**config.mk**
```make
export PLATFORM = sky130hd
export DESIGN_NAME = regfile_mp_flat
export DESIGN_NICKNAME = d
export VERILOG_FILES = /design/src/rtl/regfile_pkg.sv /design/src/rtl/regfile_mp_if.sv /design/src/rtl/regfile_scoreboard.sv /design/src/rtl/regfile_mp.sv /design/src/flat_wrapper.sv
export SDC_FILE = /design/constraint.sdc
export NUM_CORES = 2
export LEC_CHECK = 0
export BUFFER_PORTS_ARGS = -buffer_cell sky130_fd_sc_hd__buf_2
export CELL_PAD_IN_SITES_DETAIL_PLACEMENT = 1
export CELL_PAD_IN_SITES_GLOBAL_PLACEMENT = 1
export CORE_MARGIN = 4
export CORE_UTILIZATION = 38
export DETAILED_ROUTE_END_ITERATION = 10
export PLACE_DENSITY = 0.71
export REMOVE_ABC_BUFFERS = 1
export SLEW_MARGIN = 40
export SYNTH_ARGS = -nofsm -noshare
export SYNTH_HDL_FRONTEND = slang
export SYNTH_HIERARCHICAL = 1
export SYNTH_SLANG_ARGS = --single-unit
```
**constraint.sdc**
```tcl
create_clock -name clk -period 8.4 [get_ports clk]
set_input_delay 1.68 -clock clk [delete_from_list [all_inputs] [get_ports clk]]
set_output_delay 1.68 -clock clk [all_outputs]
set_load 0.01 [all_outputs]
```
**src/rtl/regfile_pkg.sv**
```systemverilog
// Shared constants for the multi-port integer register file.
package regfile_pkg;

    localparam int   XLEN_DEFAULT = 64;
    localparam logic WR_SRC_ALU   = 1'b0;
    localparam logic WR_SRC_MEM   = 1'b1;
    localparam int   ZERO_REG     = 0;

endpackage

```
**src/rtl/regfile_mp_if.sv**
```systemverilog
// Register-file bus: decode read port, writeback port and load-issue port.
interface regfile_mp_if #(
    parameter int XLEN = 64,
    parameter int AW   = 5
);
    logic            rd_en;
    logic [AW-1:0]   rs1_addr;
    logic [AW-1:0]   rs2_addr;
    logic [XLEN-1:0] rs1_data;
    logic [XLEN-1:0] rs2_data;
    logic            rd_valid;
    logic            rs1_pending;
    logic            rs2_pending;
    logic            wr_en;
    logic [AW-1:0]   wr_addr;
    logic            wr_src;
    logic [XLEN-1:0] wr_alu_data;
    logic [XLEN-1:0] wr_mem_data;
    logic            ld_issue;
    logic [AW-1:0]   ld_addr;

    modport master (
        output rd_en, rs1_addr, rs2_addr,
        output wr_en, wr_addr, wr_src, wr_alu_data, wr_mem_data,
        output ld_issue, ld_addr,
        input  rs1_data, rs2_data, rd_valid, rs1_pending, rs2_pending
    );

    modport slave (
        input  rd_en, rs1_addr, rs2_addr,
        input  wr_en, wr_addr, wr_src, wr_alu_data, wr_mem_data,
        input  ld_issue, ld_addr,
        output rs1_data, rs2_data, rd_valid, rs1_pending, rs2_pending
    );

endinterface

```
**src/rtl/regfile_scoreboard.sv**
```systemverilog
// Pending-load scoreboard: one bit per register, set on load issue,
// cleared on memory writeback. A set on the same edge as a clear wins,
// since it represents a newer load. Register 0 never goes pending.
module regfile_scoreboard
    import regfile_pkg::*;
#(
    parameter int NREGS = 32,
    parameter int AW    = $clog2(NREGS)
) (
    input  logic          clk,
    input  logic          rst_n,
    input  logic          set_en,
    input  logic [AW-1:0] set_addr,
    input  logic          clr_en,
    input  logic [AW-1:0] clr_addr,
    input  logic [AW-1:0] lk1_addr,
    input  logic [AW-1:0] lk2_addr,
    output logic          lk1_pend,
    output logic          lk2_pend
);

    logic [NREGS-1:0] pend_q;
    logic [NREGS-1:0] pend_d;

    // Next pending vector: clear first, then set, so set has priority.
    always_comb begin
        pend_d = pend_q;
        if (clr_en) pend_d[clr_addr] = 1'b0;
        if (set_en) pend_d[set_addr] = 1'b1;
        pend_d[ZERO_REG] = 1'b0;
    end

    // Pending vector register; reset drops any outstanding loads.
    always_ff @(posedge clk) begin
        if (!rst_n) pend_q <= '0;
        else        pend_q <= pend_d;
    end

    assign lk1_pend = pend_q[lk1_addr];
    assign lk2_pend = pend_q[lk2_addr];

endmodule

```
**src/rtl/regfile_mp.sv**
```systemverilog
// Two-read / one-write integer register file with writeback select and
// pending-load scoreboard for load-use hazard detection.
// Optional macro REGFILE_BYPASS_EN: a read sampled on the same edge as a
// write to the same nonzero register returns the new data and the
// post-writeback pending bit. Without it the pre-write values are returned
// and decode is expected to stall one cycle.
module regfile_mp
    import regfile_pkg::*;
#(
    parameter int XLEN  = XLEN_DEFAULT,
    parameter int NREGS = 32
) (
    input  logic       clk,
    input  logic       rst_n,
    regfile_mp_if.slave bus
);

    localparam int AW = $clog2(NREGS);

    logic [XLEN-1:0] regs [NREGS];
    logic [XLEN-1:0] wr_data;
    logic            wr_hit;
    logic            clr_en;
    logic            sb_pend1;
    logic            sb_pend2;
    logic [XLEN-1:0] rd1_val;
    logic [XLEN-1:0] rd2_val;
    logic            pend1_val;
    logic            pend2_val;

    assign wr_data = (bus.wr_src == WR_SRC_MEM) ? bus.wr_mem_data : bus.wr_alu_data;
    assign wr_hit  = bus.wr_en && (bus.wr_addr != AW'(ZERO_REG));
    assign clr_en  = bus.wr_en && (bus.wr_src == WR_SRC_MEM);

    regfile_scoreboard #(
        .NREGS (NREGS),
        .AW    (AW)
    ) u_sb (
        .clk      (clk),
        .rst_n    (rst_n),
        .set_en   (bus.ld_issue),
        .set_addr (bus.ld_addr),
        .clr_en   (clr_en),
        .clr_addr (bus.wr_addr),
        .lk1_addr (bus.rs1_addr),
        .lk2_addr (bus.rs2_addr),
        .lk1_pend (sb_pend1),
        .lk2_pend (sb_pend2)
    );

    // Values captured by the read ports, with optional same-edge forwarding.
    always_comb begin
        rd1_val   = (bus.rs1_addr == AW'(ZERO_REG)) ? '0 : regs[bus.rs1_addr];
        rd2_val   = (bus.rs2_addr == AW'(ZERO_REG)) ? '0 : regs[bus.rs2_addr];
        pend1_val = sb_pend1;
        pend2_val = sb_pend2;
`ifdef REGFILE_BYPASS_EN
        if (wr_hit && bus.wr_addr == bus.rs1_addr) rd1_val = wr_data;
        if (wr_hit && bus.wr_addr == bus.rs2_addr) rd2_val = wr_data;
        // A same-edge load issue to the register re-arms it, so no forwarded clear.
        if (clr_en && bus.wr_addr == bus.rs1_addr &&
            !(bus.ld_issue && bus.ld_addr == bus.rs1_addr)) pend1_val = 1'b0;
        if (clr_en && bus.wr_addr == bus.rs2_addr &&
            !(bus.ld_issue && bus.ld_addr == bus.rs2_addr)) pend2_val = 1'b0;
`endif
    end

    // Storage array; register 0 is never written so it stays zero.
    always_ff @(posedge clk) begin
        if (!rst_n) begin
            for (int i = 0; i < NREGS; i++) regs[i] <= '0;
        end else if (wr_hit) begin
            regs[bus.wr_addr] <= wr_data;
        end
    end

    // Read-port registers: capture on rd_en, otherwise hold data and pending.
    always_ff @(posedge clk) begin
        if (!rst_n) begin
            bus.rs1_data    <= '0;
            bus.rs2_data    <= '0;
            bus.rd_valid    <= 1'b0;
            bus.rs1_pending <= 1'b0;
            bus.rs2_pending <= 1'b0;
        end else begin
            bus.rd_valid <= bus.rd_en;
            if (bus.rd_en) begin
                bus.rs1_data    <= rd1_val;
                bus.rs2_data    <= rd2_val;
                bus.rs1_pending <= pend1_val;
                bus.rs2_pending <= pend2_val;
            end
        end
    end

endmodule
```
**src/flat_wrapper.sv**
```systemverilog
// flat-port wrapper written by rule: the top's interface ports become plain ports
module regfile_mp_flat import regfile_pkg::*;
#(
    parameter int XLEN  = XLEN_DEFAULT,
    parameter int NREGS = 32
)
  (clk, rst_n, bus_rd_en, bus_rs1_addr, bus_rs2_addr, bus_wr_en, bus_wr_addr, bus_wr_src, bus_wr_alu_data, bus_wr_mem_data, bus_ld_issue, bus_ld_addr, bus_rs1_data, bus_rs2_data, bus_rd_valid, bus_rs1_pending, bus_rs2_pending);
  regfile_mp_if #(.XLEN(XLEN)) bus_i ();
  input  logic clk;
  input  logic rst_n;
  input wire logic [$bits(bus_i.rd_en)-1:0] bus_rd_en;
  input wire logic [$bits(bus_i.rs1_addr)-1:0] bus_rs1_addr;
  input wire logic [$bits(bus_i.rs2_addr)-1:0] bus_rs2_addr;
  input wire logic [$bits(bus_i.wr_en)-1:0] bus_wr_en;
  input wire logic [$bits(bus_i.wr_addr)-1:0] bus_wr_addr;
  input wire logic [$bits(bus_i.wr_src)-1:0] bus_wr_src;
  input wire logic [$bits(bus_i.wr_alu_data)-1:0] bus_wr_alu_data;
  input wire logic [$bits(bus_i.wr_mem_data)-1:0] bus_wr_mem_data;
  input wire logic [$bits(bus_i.ld_issue)-1:0] bus_ld_issue;
  input wire logic [$bits(bus_i.ld_addr)-1:0] bus_ld_addr;
  output wire logic [$bits(bus_i.rs1_data)-1:0] bus_rs1_data;
  output wire logic [$bits(bus_i.rs2_data)-1:0] bus_rs2_data;
  output wire logic [$bits(bus_i.rd_valid)-1:0] bus_rd_valid;
  output wire logic [$bits(bus_i.rs1_pending)-1:0] bus_rs1_pending;
  output wire logic [$bits(bus_i.rs2_pending)-1:0] bus_rs2_pending;
  assign bus_i.rd_en = bus_rd_en;
  assign bus_i.rs1_addr = bus_rs1_addr;
  assign bus_i.rs2_addr = bus_rs2_addr;
  assign bus_i.wr_en = bus_wr_en;
  assign bus_i.wr_addr = bus_wr_addr;
  assign bus_i.wr_src = bus_wr_src;
  assign bus_i.wr_alu_data = bus_wr_alu_data;
  assign bus_i.wr_mem_data = bus_wr_mem_data;
  assign bus_i.ld_issue = bus_ld_issue;
  assign bus_i.ld_addr = bus_ld_addr;
  assign bus_rs1_data = bus_i.rs1_data;
  assign bus_rs2_data = bus_i.rs2_data;
  assign bus_rd_valid = bus_i.rd_valid;
  assign bus_rs1_pending = bus_i.rs1_pending;
  assign bus_rs2_pending = bus_i.rs2_pending;
  regfile_mp #(.XLEN(XLEN), .NREGS(NREGS)) u_core (.clk(clk), .rst_n(rst_n), .bus(bus_i));
endmodule
```
---- Word level (Yosys, flattened, before mapping) ----
Memories as Yosys holds them, arrays and structs flattened.
Index checks and enable logic that the tools add are counted.
storage, ports and cells
  flip-flop bits (word level) ............. 163
  bits in latches ......................... 0
  memory bits (writable) .................. 2048
  ROM bits ................................ 0
  input port bits ......................... 154
  output and inout bits ................... 131
  logic and storage cells ................. 45
  memories kept ........................... 1
memory list
  name         depth  width  read ports  clocked after Yosys merged registers in  wr ports  line              RTL
  u_core.regs  32     64     2           0                                        32        regfile_mp.sv:20  logic [XLEN-1:0] regs [NREGS];
cells by class
  add/subtract/negate cells ............... 0
  multipliers ............................. 0
  div/mod/pow operators ................... 0
  $lt $le $gt $ge ......................... 6
  equality and inequality tests ........... 0
  shifts and indexed selects .............. 0
  multiplexer cells ....................... 20
  bitwise gates (word level) .............. 3
  reduce and logical (&&, ||, !) cells .... 8
operators with widths
  kind                count
  $mux 64             4
  $mux 32             2
  $reduce_or 64->1    1
  $and 32x32->32      1
  $not 32->32         1
  $or 32x32->32       1
  $lt 5x6->1 const B  4
  $bmux 1 s5          2
  $demux 1 s5         2
  $ge 5x1->1 const B  2
  $logic_not 5->1     2
  $mux 1              9
  $mux 5              1
  $reduce_bool 5->1   1
  $logic_and 1x1->1   4

---- Longest topological paths before layout ----
  depth after elaboration ................. 9
  depth in mapped cells ................... 11
  depth with buffers taken out ............ 6

---- Hierarchy ----
Netlist, hierarchy kept.
by module, submodules not included
  module              instances  cells an instance  area each (sq um)  sequential area each (sq um)
  regfile_mp          1          7657               107952.3           64121.5
  regfile_scoreboard  1          229                1899.3             620.6

---- Least setup slack after synthesis ----
OpenSTA, ideal clock, no wires.
  kind .................................... input to register
  from .................................... input port rst_n
  to ...................................... memory u_core.regs[8][0], enable pin
  arrival time ............................ 4.303 ns
  data required time ...................... 7.976 ns
  slack ................................... 3.674 ns
  stages .................................. 6
  cell sequence ........................... nand2_1 nor4_1 nand2_1 clkbuf_1 clkbuf_1 nand2_1
RTL lines
  what             line                RTL
  start, declared  flat_wrapper.sv:10  input logic rst_n;
  end, declared    regfile_mp.sv:20

==> out/metrics.csv <==
stage,metric,value,unit
die,initial core utilization,0.3816,
sta,final setup violation count,0,
detailed_routing,drc violations,0,
power,Static Leak,42.92,nW
clocking,Clock Sink Count,2210,
sta,RSZ-0062 raised after global routing,no,
global_routing,GRT Overall Usage,0.2867,
yosys,largest family of logic cells by synthesized area,multiplexers,
worst_setup_path,WP data required,8.91,ns
die,Die Area,297800,um2
yosys,Synth Area in Compound Gates,0.05925,
flow_run,maxcap violations,0,
clocking,Post-CTS Setup Inserts,0,
placement,dpl hpwl,253600,um
hold_path,Worst Hold Path Cells,2,
worst_setup_path,R2R Setup Slk,6.08,ns
clocking,Post-CTS Hold Fix Bufs,0,
sta,clock skew,0.08685,ns
yosys,Synth Area per Inst,13.93,um2
sta,Fmax,0.2215,GHz
yosys,Synth area leaders,"edfxtp_1 (56%), mux4_2 (17%), nor2_1 (7.0%)",
sta,slew of the pin with the lowest slew margin,0.9879,ns
clocking,clock transition at the registers of the reported paths,0.06,ns
power,Worst VDD drop,0.0001854,V
detailed_routing,via count,78962,
yosys,Synth area leader,edfxtp_1,
clocking,CTS Root Cell,clkbuf_16,
yosys,adder-cell share of the synthesized area,0,
clocking,TritonCTS clock tree,done,
detailed_routing,DR vias/cell,6.656,
detailed_routing,Detail Route Antenna Nets,0,
yosys,"EDFF count, synth",2048,
global_routing,antenna violations before repair,20,
clocking,clock latency on the worst-skew pair,0.96,ns
hold_path,Worst Hold Path EP,u_core/bus.rs2_data[42],
worst_setup_path,"Max FO, Critical Path",39,
yosys,Yosys reg bits,2210,
worst_setup_path,Critical Path Start Type,input port,
global_routing,largest net degree at the start of global routing,102,
yosys,Yosys cell types,62,
global_routing,grt total ovfl,0,
placement,Final Wtd Congestion,0.8454,
sta,Rel. slew slack,0.3414,
die,die width,545.7,um
finish,layout cells sized above 1,0.2312,
power,PwrDens,218.3,nW/um2
sta,pins over their slew limit,0,
die,FP Rows,197,
finish,area grow syn2layout,13.06,%
finish,Nets,8020,
worst_setup_path,Setup CP Type,input port to register,
yosys,Synth Warn #,6,
worst_setup_path,worst reg2reg path depth,5,
yosys,post-synthesis simple-gate area fraction,0.08594,
worst_setup_path,CP arrival,5.02,ns
clocking,PostCTS Resize Cnt,0,
sta,setup_tns,0,ns
yosys,Synth top area share,0.5598,
clocking,clk buf depth,4,
yosys,multiplexer share of the synthesized area,0.2293,
hold_path,HP Class,register to register,
placement,worst slack at placement,3.007,ns
yosys,asr flop ratio synth,0,
yosys,Syn Inst Count,7886,
worst_setup_path,Crit. End Element,register,
detailed_routing,initial drt markers,12378,
die,height of the die,545.7,um
yosys,ys flop type,edfxtp_1,
die,CORE AREA,287900,um2
yosys,XOR/XNOR share of the synthesized area,0,
hold_path,min-delay src,u_core/bus.rs2_data[42],
sta,Period minus WS final,4.515,ns
yosys,Synth Cell Area,109900,um2
global_routing,first-pass GRT wire length,617200,um
run_status,outcome,finished clean,
detailed_routing,routed len/inst,37.09,um
global_routing,vias in the first global route,80881,
die,num ports,285,
sta,period utilisation layout,0.5375,
placement,Buffers on Ports,284,
clocking,CTS buffer count,245,
clocking,H-tree Lvls,4,
yosys,sequential element share of the synthesized area,0.5894,
sta,final hold vios,0,
sta,final setup margin,3.885,ns
worst_setup_path,FF-to-FF Start,u_core/regs[7][35],
detailed_routing,drt total wl,440000,um
detailed_routing,first-pass detailed-route iteration total,5,
worst_setup_path,R2R Path End,u_core/bus.rs2_data[35],
## cells in the final DEF, fill, tap and decap left out, types with 29 or more instances in the layout
| cell | instances |
|---|---|
| nor2_1 | 2058 |
| edfxtp_1 | 2048 |
| mux4_2 | 815 |
| mux2i_1 | 600 |
| buf_2 | 273 |
| clkbuf_16 | 245 |
| o21ai_0 | 208 |
| o22ai_1 | 189 |
| dfxtp_1 | 162 |
| buf_4 | 142 |
| a22oi_1 | 105 |
| nand2_1 | 104 |
| o221ai_1 | 77 |
| conb_1 | 64 |
| clkbuf_1 | 60 |
| a221o_1 | 60 |
| buf_6 | 53 |
| clkinv_2 | 44 |
| nand2_4 | 44 |
| a21oi_1 | 43 |
| a22o_1 | 42 |
| clkinv_1 | 38 |
| and3_1 | 37 |
| mux2i_4 | 35 |
| nand3_1 | 35 |
| nor2b_1 | 34 |
| a2111oi_1 | 34 |
| o31ai_1 | 31 |
| a21boi_0 | 31 |
| mux2i_2 | 30 |
| a2111oi_0 | 29 |
## Yosys cell counts, drive strengths merged (16+ instances only)
cell,number
edfxtp,2048
nand2,167
buf,281
and3,38
mux2,16
a221o,60
nand2b,20
a22oi,105
nor2,2062
o31ai,31
a21boi,31
nor2b,36
mux2i,665
o21ai,216
o221ai,77
clkbuf,575
a2111oi,63
dfxtp,162
nand3,35
o22ai,189
a22o,42
mux4,815
a21oi,43
## kinds of logic (layout without fill, tap and decap cells)
| family | after synthesis | in the layout |
|---|---|---|
| and+or+nand+nor | 2403 | 2403 |
| DFF | 2210 | 2210 |
| muxes | 1496 | 1496 |
| AOI/OAI and AO/OA | 914 | 914 |
| buffers and inverters | 862 | 984 |
| other | 1 | 76 |
## cell type report
class / instances / area [um2]
multi-input cells: 4877 / 42700
clock inverters: 120 / 1152
fillers: 28808 / 163700
well taps: 3781 / 4731
repair buffers: 526 / 4091
diodes: 12 / 30.03
clock buffers: 332 / 6728
flip-flops and latches: 2210 / 64740
inverters: 6 / 30.03
## registers in the layout (all words and copies together), names as in the netlist
name                    count
u_core/regs              2048
u_core/bus.rs2_pending      1
u_core/bus.rd_valid         1
u_core/u_sb/pend_q         31
u_core/bus.rs2_data        64
u_core/bus.rs1_data        64
u_core/bus.rs1_pending      1
## worst max-delay path by stage
stage                        start                      to  cells past startpoint
global route        bus_wr_addr[4]     u_core/regs[26][53]                      6
floorplan                    rst_n  u_core/bus.rs1_data[0]                      3
finish              bus_wr_addr[4]     u_core/regs[26][53]                      6
global placement             rst_n     u_core/regs[19][19]                      5
CTS                 bus_wr_addr[4]     u_core/regs[25][55]                      6
detailed placement  bus_wr_addr[4]     u_core/regs[25][52]                      6
## stage by stage
stage / instances / util / area, um2 / hold WS, ns / total power [mW]
finish: 11864 / 0.4314 / 124200 / 0.4636 / 27.11
global route: 11853 / 0.4313 / 124200 / 0.4862 / 27.80
CTS: 11848 / 0.4308 / 124000 / 0.4598 / 27.12
detailed placement: 11396 / 0.4034 / 116100 / 0.4405 / 16.46
global placement: 11351 / 0.4003 / 115200 / 0.4397 / 16.29
floorplan: 7093 / - / 106100 / 0.4639 / 14.72
## layer usage
layer	track usage	routed length (um)
met1	0.3757	162100
met2	0.4458	200700
met3	0.07837	55630
met4	0.1300	21540
met5	0	53
## worst max-delay path, cell delays in order
cell     delay (ns)
buf_2          0.30
nand2_1        0.13
nor2_1         0.56
nand2_4        0.62
nand2_4        0.80
buf_4          0.70
## where the power goes
part	total [mW]	internal [mW]	switching, mW
logic	3.27	1.24	2.03
registers	13.1	12.6	0.410
clock network	10.8	6.17	4.61
total	27.1	20.1	7.05
(Power assumes the default switching activity.)
